`src/rtl/inst_mem_arbiter_pkg.sv`:
```
// rtl/inst_mem_arbiter_pkg.sv - shared types and requester ids for the instruction-memory arbiter
package inst_mem_arbiter_pkg;

   typedef enum logic [1:0] {
      IDLE = 2'd0,
      BUSY = 2'd1,
      DONE = 2'd2
   } arb_state_t;

   localparam logic REQ_LOADER = 1'b0;
   localparam logic REQ_FETCH  = 1'b1;

endpackage

```
`src/rtl/inst_mem_arbiter_rr_pick2.sv`:
```
// rtl/inst_mem_arbiter_rr_pick2.sv - combinational two-way round-robin / fixed-priority picker
module inst_mem_arbiter_rr_pick2
   import inst_mem_arbiter_pkg::*;
#(
   parameter int ROUND_ROBIN = 1
) (
   input  logic [1:0] valid,
   input  logic       last_grant,
   output logic       grant,
   output logic       any_valid
);

   always_comb begin
      any_valid = |valid;
      grant     = REQ_LOADER;
      if (valid == 2'b11) begin
         // Under contention the round-robin build hands over to whoever did not win last.
         grant = (ROUND_ROBIN != 0) ? ~last_grant : REQ_LOADER;
      end else if (valid[REQ_FETCH]) begin
         grant = REQ_FETCH;
      end
   end

endmodule

```
`src/rtl/inst_mem_arbiter.sv`:
```
// rtl/inst_mem_arbiter.sv - shares the instruction-memory port between program loader and fetch
module inst_mem_arbiter
   import inst_mem_arbiter_pkg::*;
#(
   parameter int ADDR_W      = 32,
   parameter int DATA_W      = 32,
   parameter int ROUND_ROBIN = 1
) (
   input  logic              clk,
   input  logic              reset,
   input  logic              r0_valid,
   input  logic [ADDR_W-1:0] r0_addr,
   input  logic [DATA_W-1:0] r0_data,
   output logic              r0_ready,
   input  logic              r1_valid,
   input  logic [ADDR_W-1:0] r1_addr,
   output logic [DATA_W-1:0] r1_rdata,
   output logic              r1_ready,
   output logic              mem_valid,
   output logic              mem_we,
   output logic [ADDR_W-1:0] mem_addr,
   output logic [DATA_W-1:0] mem_wdata,
   input  logic              mem_ready,
   input  logic [DATA_W-1:0] mem_rdata
);

   arb_state_t        state_q, state_d;
   logic              last_grant_q, last_grant_d;
   logic              mem_valid_q, mem_valid_d;
   logic              mem_we_q, mem_we_d;
   logic [ADDR_W-1:0] mem_addr_q, mem_addr_d;
   logic [DATA_W-1:0] mem_wdata_q, mem_wdata_d;
   logic              r0_ready_q, r0_ready_d;
   logic              r1_ready_q, r1_ready_d;
   logic [DATA_W-1:0] r1_rdata_q, r1_rdata_d;
   logic              pick;
   logic              any_valid;

   inst_mem_arbiter_rr_pick2 #(
      .ROUND_ROBIN(ROUND_ROBIN)
   ) u_pick (
      .valid      ({r1_valid, r0_valid}),
      .last_grant (last_grant_q),
      .grant      (pick),
      .any_valid  (any_valid)
   );

   always_comb begin
      state_d      = state_q;
      last_grant_d = last_grant_q;
      mem_valid_d  = mem_valid_q;
      mem_we_d     = mem_we_q;
      mem_addr_d   = mem_addr_q;
      mem_wdata_d  = mem_wdata_q;
      r0_ready_d   = r0_ready_q;
      r1_ready_d   = r1_ready_q;
      r1_rdata_d   = r1_rdata_q;
      case (state_q)
         IDLE: begin
            if (any_valid) begin
               last_grant_d = pick;
               mem_valid_d  = 1'b1;
               mem_we_d     = (pick == REQ_LOADER);
               mem_addr_d   = (pick == REQ_LOADER) ? r0_addr : r1_addr;
               if (pick == REQ_LOADER) begin
                  mem_wdata_d = r0_data;
               end
               state_d = BUSY;
            end
         end
         BUSY: begin
            if (mem_ready) begin
               mem_valid_d = 1'b0;
               if (mem_we_q) begin
                  r0_ready_d = 1'b1;
               end else begin
                  r1_ready_d = 1'b1;
                  r1_rdata_d = mem_rdata;
               end
               state_d = DONE;
            end
         end
         DONE: begin
            // The requester still shows its old valid here, so no grant is evaluated.
            r0_ready_d = 1'b0;
            r1_ready_d = 1'b0;
            state_d    = IDLE;
         end
         default: begin
            state_d = IDLE;
         end
      endcase
   end

   always_ff @(posedge clk or posedge reset) begin
      if (reset) begin
         state_q      <= IDLE;
         last_grant_q <= REQ_FETCH;
         mem_valid_q  <= 1'b0;
         mem_we_q     <= 1'b0;
         mem_addr_q   <= '0;
         mem_wdata_q  <= '0;
         r0_ready_q   <= 1'b0;
         r1_ready_q   <= 1'b0;
         r1_rdata_q   <= '0;
      end else begin
         state_q      <= state_d;
         last_grant_q <= last_grant_d;
         mem_valid_q  <= mem_valid_d;
         mem_we_q     <= mem_we_d;
         mem_addr_q   <= mem_addr_d;
         mem_wdata_q  <= mem_wdata_d;
         r0_ready_q   <= r0_ready_d;
         r1_ready_q   <= r1_ready_d;
         r1_rdata_q   <= r1_rdata_d;
      end
   end

   assign mem_valid = mem_valid_q;
   assign mem_we    = mem_we_q;
   assign mem_addr  = mem_addr_q;
   assign mem_wdata = mem_wdata_q;
   assign r0_ready  = r0_ready_q;
   assign r1_ready  = r1_ready_q;
   assign r1_rdata  = r1_rdata_q;

endmodule
```
`config.mk`:
```
export PLATFORM = sky130hd
export DESIGN_NAME = inst_mem_arbiter
export DESIGN_NICKNAME = d
export VERILOG_FILES = /design/src/rtl/inst_mem_arbiter_pkg.sv /design/src/rtl/inst_mem_arbiter_rr_pick2.sv /design/src/rtl/inst_mem_arbiter.sv
export SDC_FILE = /design/constraint.sdc
export NUM_CORES = 1
export LEC_CHECK = 0
export BUFFER_PORTS_ARGS = -buffer_cell sky130_fd_sc_hd__buf_2
export CORE_ASPECT_RATIO = 0.5
export CORE_MARGIN = 10
export CORE_UTILIZATION = 46
export DETAILED_ROUTE_END_ITERATION = 12
export GPL_ROUTABILITY_DRIVEN = 0
export GPL_TIMING_DRIVEN = 0
export PLACE_DENSITY_LB_ADDON = 0.25
export SETUP_SLACK_MARGIN = 0.15
export SYNTH_ARGS = -nofsm -noshare
export SYNTH_HDL_FRONTEND = slang
export SYNTH_SLANG_ARGS = --single-unit
```
`constraint.sdc`:
```
create_clock -name clk -period 9.2 [get_ports clk]
set_clock_uncertainty 0.15 [all_clocks]
set_input_delay 1.84 -clock clk [delete_from_list [all_inputs] [get_ports clk]]
set_output_delay 1.84 -clock clk [all_outputs]
set_load 0.01 [all_outputs]
```
Word-level counts from Yosys, hierarchy flattened
Index checks and enable logic that the tools add are counted.
{ "word_totals": {"word_cells": 45, "out_inout_bits": 100, "ff_bits": 103, "in_bits": 133} }
{ "op_classes": {"n_reduce_logical": 11, "n_bitwise": 3, "n_eq_ne": 7, "muxes": 15} }
{ "op_table": {"columns": ["operator", "n"], "rows": [
  ["$mux 32", 1],
  ["$reduce_and 3->1", 5],
  ["$mux 1", 8],
  ["$ne 2x2->1 const B", 4],
  ["$pmux 1 s2", 3],
  ["$eq 2x2->1 const B", 2],
  ["$mux 2", 2],
  ["$pmux 2 s2", 1],
  ["$reduce_and 2->1", 2],
  ["$reduce_bool 2->1", 2],
  ["$not 1->1", 3],
  ["$eq 2x1->1 const B", 1],
  ["$logic_not 2->1", 1],
  ["$reduce_or 2->1", 1]
]} }

Depth between registers and ports, before layout
Gate-level depths: netlist of the first run.
{ "depth": {"depth_word": 4, "mapped_depth": 5, "mapped_depth_nobuf": 3} }

Cells and area by module
From an unflattened synthesis of the first run, not the netlist that was laid out.
{ "unflattened": {"cells_unflattened": 267, "hier_area_um2": 4292.9} }
{ "modules_own_cells": {"columns": ["module", "seq_area_each_um2", "cells_per_inst", "area_per_inst_um2", "instances"], "rows": [
  ["inst_mem_arbiter", 2578.7, 265, 4279.1, 1],
  ["inst_mem_arbiter_rr_pick2", 0.0, 2, 13.8, 1]
]} }

Least setup slack after synthesis of the first run
OpenSTA, ideal clock, no wires.
{ "synth_path": {"kind": "input port to flip-flop", "startpoint": "input r1_valid", "endpoint": "register mem_addr_q[0] (netlist: mem_addr[0])", "required_ns": 8.925, "setup_slack_ns": 6.160, "path_stages": 4, "setup_time_ns": 0.125, "n_path_buf": 1, "arrival_ns": 2.765, "cell_sequence": "a21bo_4 -> buf_6 -> mux2_4 -> mux2_4"} }
{ "synth_via": {"elab_chain_len": 3, "elab_cells_between_ends": 6, "cone_classes": "eq/ne (1); mux (3); reduce/logical (2)"} }
{ "synth_rtl": {"columns": ["item", "line", "rtl"], "rows": [
  ["start: declaration", "inst_mem_arbiter.sv:15", "input logic r1_valid,"],
  ["$eq 2x2->1 / $mux 1 (equally long branches)", "inst_mem_arbiter_rr_pick2.sv:16, inst_mem_arbiter_rr_pick2.sv:19", null],
  ["$mux 1", "inst_mem_arbiter_rr_pick2.sv:16", "if (valid == 2'b11) begin"],
  ["$mux 32", "inst_mem_arbiter.sv:64", "mem_addr_d = (pick == REQ_LOADER) ? r0_addr : r1_addr;"],
  ["end signal: assignment", "inst_mem_arbiter.sv:111", "mem_addr_q <= mem_addr_d;"],
  ["end: declaration", "inst_mem_arbiter.sv:31", "logic [ADDR_W-1:0] mem_addr_q, mem_addr_d;"]
]} }
Several ways; a longest one is shown, not always the timed one.
A chain may end at the register's enable or synchronous reset.

Worst setup path in the final report of the first run
{ "layout_path": {"startpoint": "input r1_valid", "endpoint": "register mem_wdata_q[3] (netlist: mem_wdata[3])"} }
{ "layout_via": {"elab_chain_len": 4, "elab_cells_between_ends": 6, "cone_classes": "eq/ne (1); mux (2); bitwise (1); reduce/logical (2)"} }
{ "layout_rtl": {"columns": ["item", "line", "rtl"], "rows": [
  ["$eq 2x2->1 / $mux 1 (equally long branches)", "inst_mem_arbiter_rr_pick2.sv:16, inst_mem_arbiter_rr_pick2.sv:19", null],
  ["$mux 1", "inst_mem_arbiter_rr_pick2.sv:16", null],
  ["$not 1->1 (no line)", null, null],
  ["$reduce_and 3->1 (no line) *", null, null],
  ["end signal: assignment", "inst_mem_arbiter.sv:112", "mem_wdata_q <= mem_wdata_d;"],
  ["end: declaration", "inst_mem_arbiter.sv:32", "logic [DATA_W-1:0] mem_wdata_q, mem_wdata_d;"]
]} }
Mark *: on every way between the ends. The rest lies on a longest branch, timed or not.

==> qor.txt, run 1 <==
Post-cts resize count - 0
Top cells by count, synth - dfrtp_1, mux2_2, mux2_4, buf_2, mux2_1
Hold buffers post-CTS - 0
Status - completed
Period utilization - 0.3188
Area Overhead vs Synth - 37.96%
Global-route wire length before repair - 17.49 mm
Mapped Cells - 266
Area fraction of the dominant cell type after synthesis - 0.5706
DRC Markers - 0
Die Y - 89.73 um
Gr usage total - 0.1504
Ys flop type - dfrtp_1
Clock root buffer - clkbuf_16
Pin slew with the least headroom to its limit - 0.5952 ns
Slew Viols, Final - 0
Max-Slew Margin vs Limit - 0.6032
Synth Area per Inst - 16.82 sq um
Post-synthesis net count - 399
Post-layout nets - 643
Setup TNS - 0 ns
Synth Cell Area - 4473 sq um
IO Pins - 233
WP data arrival - 3.00 ns
H-tree depth - 3
CTS Buffer Depth - 2
Max-Cap Viols - 0
CTS buffer count - 9
Via count - 3001
Min Tclk post-route - 2.933 ns
Setup crit start kind - primary input
Starting Density - 0.4735
Setup-failing EPs final - 0
Initial DRT Pass Iterations - 4
Placeable Area - 9447 sq um
Top-count cell post-synth - dfrtp_1
DIE AREA - 14310 sq um
Crit path max fanout - 10
Initial antenna violation count - 0
Worst Setup End Kind - flip-flop
Total Wirelength - 10.80 mm
CTS clk-pin slew, worst paths - 0.06 ns
Seq/Total Area, Yosys - 0.5765
Pin count of the biggest net entering global routing - 58
Worst endpoint required time - 9.27 ns
Hpwl dp - 8.947 mm
Worst hold path type - reg -> reg
EDFF count, synth - 0
Min Hold Slack - 0.3288 ns
ANT nets after route - 0
Critical path class - in -> reg
Die width - 159.5 um
Row Count - 25
Max Freq - 341.0 MHz
FF+latch count, synth - 103
Post-CTS setup repair buffer count - 0
Lkg Pwr - 3.197 nW
Ys async rst share - 1.000
Worst-skew pair later-pin latency - 0.33 ns
GRT overflow - 0
Warnings, synthesis - 0
Dominant cells by area after synthesis - dfrtp_1, mux2_4, mux2_2
Layout cells sized above 1 - 0.7515
Antenna diode count - 0
Clock Sink Count - 103
Vias in the first global route - 3436
Netlist cell types - 22
RSZ-0062 raised after global routing - false
Avg WL per Cell - 16.61 um
Cell taking the most area after synthesis - dfrtp_1
Port bufs - 232
Initial DRC count - 129
PwrDens - 341.7 nW/um^2
Final Core Density - 0.6532
CTS tree - yes
VDD IR max - 0.0001313 V
Drt via density - 4.617
Hold violation count in the final report - 0
==> worst max-delay path: stages <==
cell     delay, ns
buf_2         0.11
or2b_1        0.24
nand3_2       0.17
buf_2         0.28
mux2_2        0.37
==> through the flow <==
stage / setup WS, ns / total power [W] / cell area, sq um / std cells
floorplan: 4.508 / 0.001358 / 4473 / 266
global placement: 3.365 / 0.001693 / 5803 / 633
detailed placement: 5.922 / 0.001721 / 5833 / 634
CTS: 6.266 / 0.002149 / 6171 / 650
global route: 6.202 / 0.002245 / 6171 / 650
finish: 6.267 / 0.002108 / 6171 / 650
==> state kept, by name, indices dropped and copies added (netlist names) <==
| register | count |
|---|---|
| r0_ready | 1 |
| mem_wdata | 32 |
| mem_we | 1 |
| r1_rdata | 32 |
| mem_valid | 1 |
| last_grant_q | 1 |
| mem_addr | 32 |
| r1_ready | 1 |
| state_q | 2 |
==> area by class of cell <==
class | instances | area [sq um]
well taps | 135 | 168.9
clock inverters | 6 | 108.9
clock buffers | 10 | 229.0
multi-input cells | 145 | 1775
inverters | 5 | 21.27
repair buffers | 233 | 1189
plain buffers | 13 | 100.1
fillers | 744 | 3276
flip-flops and latches | 103 | 2579
==> path summary, 6_finish.rpt <==
| path | from | endpoint | cells past startpoint | slack (ns) |
|---|---|---|---|---|
| worst max-delay path | r1_valid | mem_wdata[3] | 5 | 6.27 |
| worst min-delay path | mem_valid | mem_valid | 2 | 0.33 |
| worst max register to register | state_q[1] | r1_rdata[9] | 4 | 7.41 |
| worst min register to register | mem_valid | mem_valid | 2 | 0.33 |
| max in group asynchronous | reset | last_grant_q | 3 | 6.74 |
| min in group asynchronous | reset | mem_wdata[25] | 2 | 1.43 |
==> cells in the final DEF, fill, tap and decap left out, types with 2 or more instances in the layout <==
cell type	count
o21a_1	2
nand2_1	2
dfrtp_1	102
mux2_2	63
mux2_4	58
buf_4	3
buf_2	239
clkbuf_16	9
mux2_1	7
inv_1	4
o21ai_0	4
clkinv_2	2
bufinv_16	3
buf_6	2
==> where the power goes <==
part / internal, W / total (W) / switching [W]
combinational: 0.000495 / 0.000893 / 0.000398
clock: 0.000265 / 0.000419 / 0.000154
sequential: 0.000687 / 0.000797 / 0.000109
==> logic make-up (layout without fill, tap and decap cells) <==
family          after synthesis  after routing  share of synthesized area
compound gates               10             10                    0.01651
simple gates                  7              7                   0.009513
mux                         128            128                     0.3709
buf+inv                      18            267                    0.02657
flops                       103            103                     0.5765
==> routing by layer <==
layer / wire length (um) / track usage / up-vias
met5: 0 / 0 / -
met4: 144 / 0.04831 / 0
met3: 777 / 0.05551 / 11
met2: 5756 / 0.2841 / 108
met1: 4118 / 0.1505 / 1452
li1: - / - / 1430
(Power assumes the default switching activity.)
==> run 2: changes to the inputs <==
- CORE_UTILIZATION: 46 -> 45
- clock period: 9.2 -> 2.8 ns (I/O delays scaled with it)
==> qor.txt, run 2 (synthesis results as in run 1) <==
Worst hold path type - in -> async
Setup TNS - 0 ns
Met2 Track Usage GR - 0.2808
H-tree depth - 3
GR Util met1 - 0.1618
Lkg Pwr - 3.182 nW
IO Pins - 233
Die width - 161.0 um
RSZ-0062 raised after global routing - false
DIE AREA - 14570 sq um
Vias in the first global route - 3501
Post-cts resize count - 0
Min Tclk post-route - 1.795 ns
R2r startpoint - state_q[0]
Layout cells sized above 1 - 0.7485
Setup-failing EPs final - 0
Multi-input gate area - 1775 sq um
Final Cell Area - 6162 sq um
Status - completed
Hold violation count in the final report - 0
Pre-CTS setup slack - 0.7966 ns
Met3 track demand over resource - 0.05505
Drt via density - 4.557
GRT overflow - 0
R2r endpoint - mem_addr[19]
Worst Setup End Kind - flip-flop
Slew Viols, Final - 0
Starting Density - 0.4673
Setup crit start kind - flip-flop
Flop pwr share - 0.386
Worst endpoint required time - 2.86 ns
Max-Slew Margin vs Limit - 0.5790
ANT nets after route - 0
Post-CTS setup repair buffer count - 0
Row Count - 25
Most common cell after layout, fill and taps aside - buf_2
Switch Pwr - 0.002180 W
Period utilization - 0.6412
Hold buffers post-CTS - 0
Max-Cap Viols - 0
CTS tree - yes
Post-layout nets - 645
CTS Buffer Depth - 2
Crit path max fanout - 10
Die Y - 90.50 um
Placed Area - 5867 sq um
Clock root buffer - clkbuf_16
FF/Latch Area - 2579 sq um
Total Wirelength - 11.14 mm
WP data arrival - 1.86 ns
CTS buffer count - 9
Area Overhead vs Synth - 37.76%
R2R cell count - 5
Port bufs - 232
Initial antenna violation count - 2
Initial DRT Pass Iterations - 4
Global-route wire length before repair - 18.13 mm
Pin slew with the least headroom to its limit - 0.6301 ns
VDD IR max - 0.0003897 V
Net Sw Frac - 0.3213
Initial DRC count - 103
CTS clk-pin slew, worst paths - 0.06 ns
Via count - 2976
Most frequent cells in the layout - buf_2, dfrtp_1, mux2_2
DRC Markers - 0
Avg WL per Cell - 17.05 um
Filler instances - 756
Gr usage total - 0.1537
Logic pwr share - 0.434
GRT Max-Usage Layer - met2
Final Core Density - 0.6438
Min Hold Slack - 0.1691 ns
Clock share of power - 0.180
Worst setup margin - 1.005 ns
Clock Sink Count - 103
PwrDens - 1101 nW/um^2
Max Freq - 557.0 MHz
P_int - 0.004605 W
Worst-skew pair later-pin latency - 0.33 ns
Worst R2R Setup Slack - 1.00 ns
Pin count of the biggest net entering global routing - 29
Critical path class - reg -> reg
Placeable Area - 9572 sq um
==> run 2: per-stage QoR <==
step                cells  power, W
floorplan             266  0.004464
global placement      633  0.005573
detailed placement    636  0.005678
CTS                   652  0.006917
global route          653  0.007247
finish                653  0.006785
==> run 2: worst max-delay path by stage <==
| stage | startpoint | end | cells after the start |
|---|---|---|---|
| global route | state_q[1] | r1_rdata[1] | 4 |
| detailed placement | r1_valid | mem_wdata[20] | 5 |
| global placement | reset | mem_addr[31] | 2 |
| finish | state_q[0] | mem_addr[19] | 5 |
| CTS | state_q[0] | mem_addr[13] | 5 |
| floorplan | reset | mem_addr[0] | 1 |
==> run 2: power by group through the flow <==
stage	Clock, W	Combinational [W]	Sequential, W
finish	0.00122	0.00294	0.00262
global route	0.00131	0.00320	0.00274
CTS	0.00126	0.00303	0.00263
detailed placement	0	0.00303	0.00265
global placement	0	0.00296	0.00261
floorplan	0	0.00146	0.00301
==> run 2: area by class of cell <==
class / instances / share of cell area
sequential: 103 / 0.4185
multi-input combinational: 145 / 0.2881
timing repair buffer: 235 / 0.1982
clock buffer: 13 / 0.04061
tap: 135 / 0.02741
buffer: 13 / 0.01624
clock inverter: 3 / 0.006904
inverter: 5 / 0.003655
antenna: 1 / 0.0004061
==> run 2: worst max-delay path: stages (launching register included) <==
cell and delay (ns):
dfrtp_1 0.40, nor2_1 0.22, o21a_1 0.16, buf_2 0.18, buf_4 0.25, mux2_4 0.32
==> run 2: metal layers <==
layer	vias to the layer above	part of all wire
met5	-	0.00063
met4	2	0.017
met3	13	0.073
met2	116	0.52
met1	1411	0.39
li1	1434	-
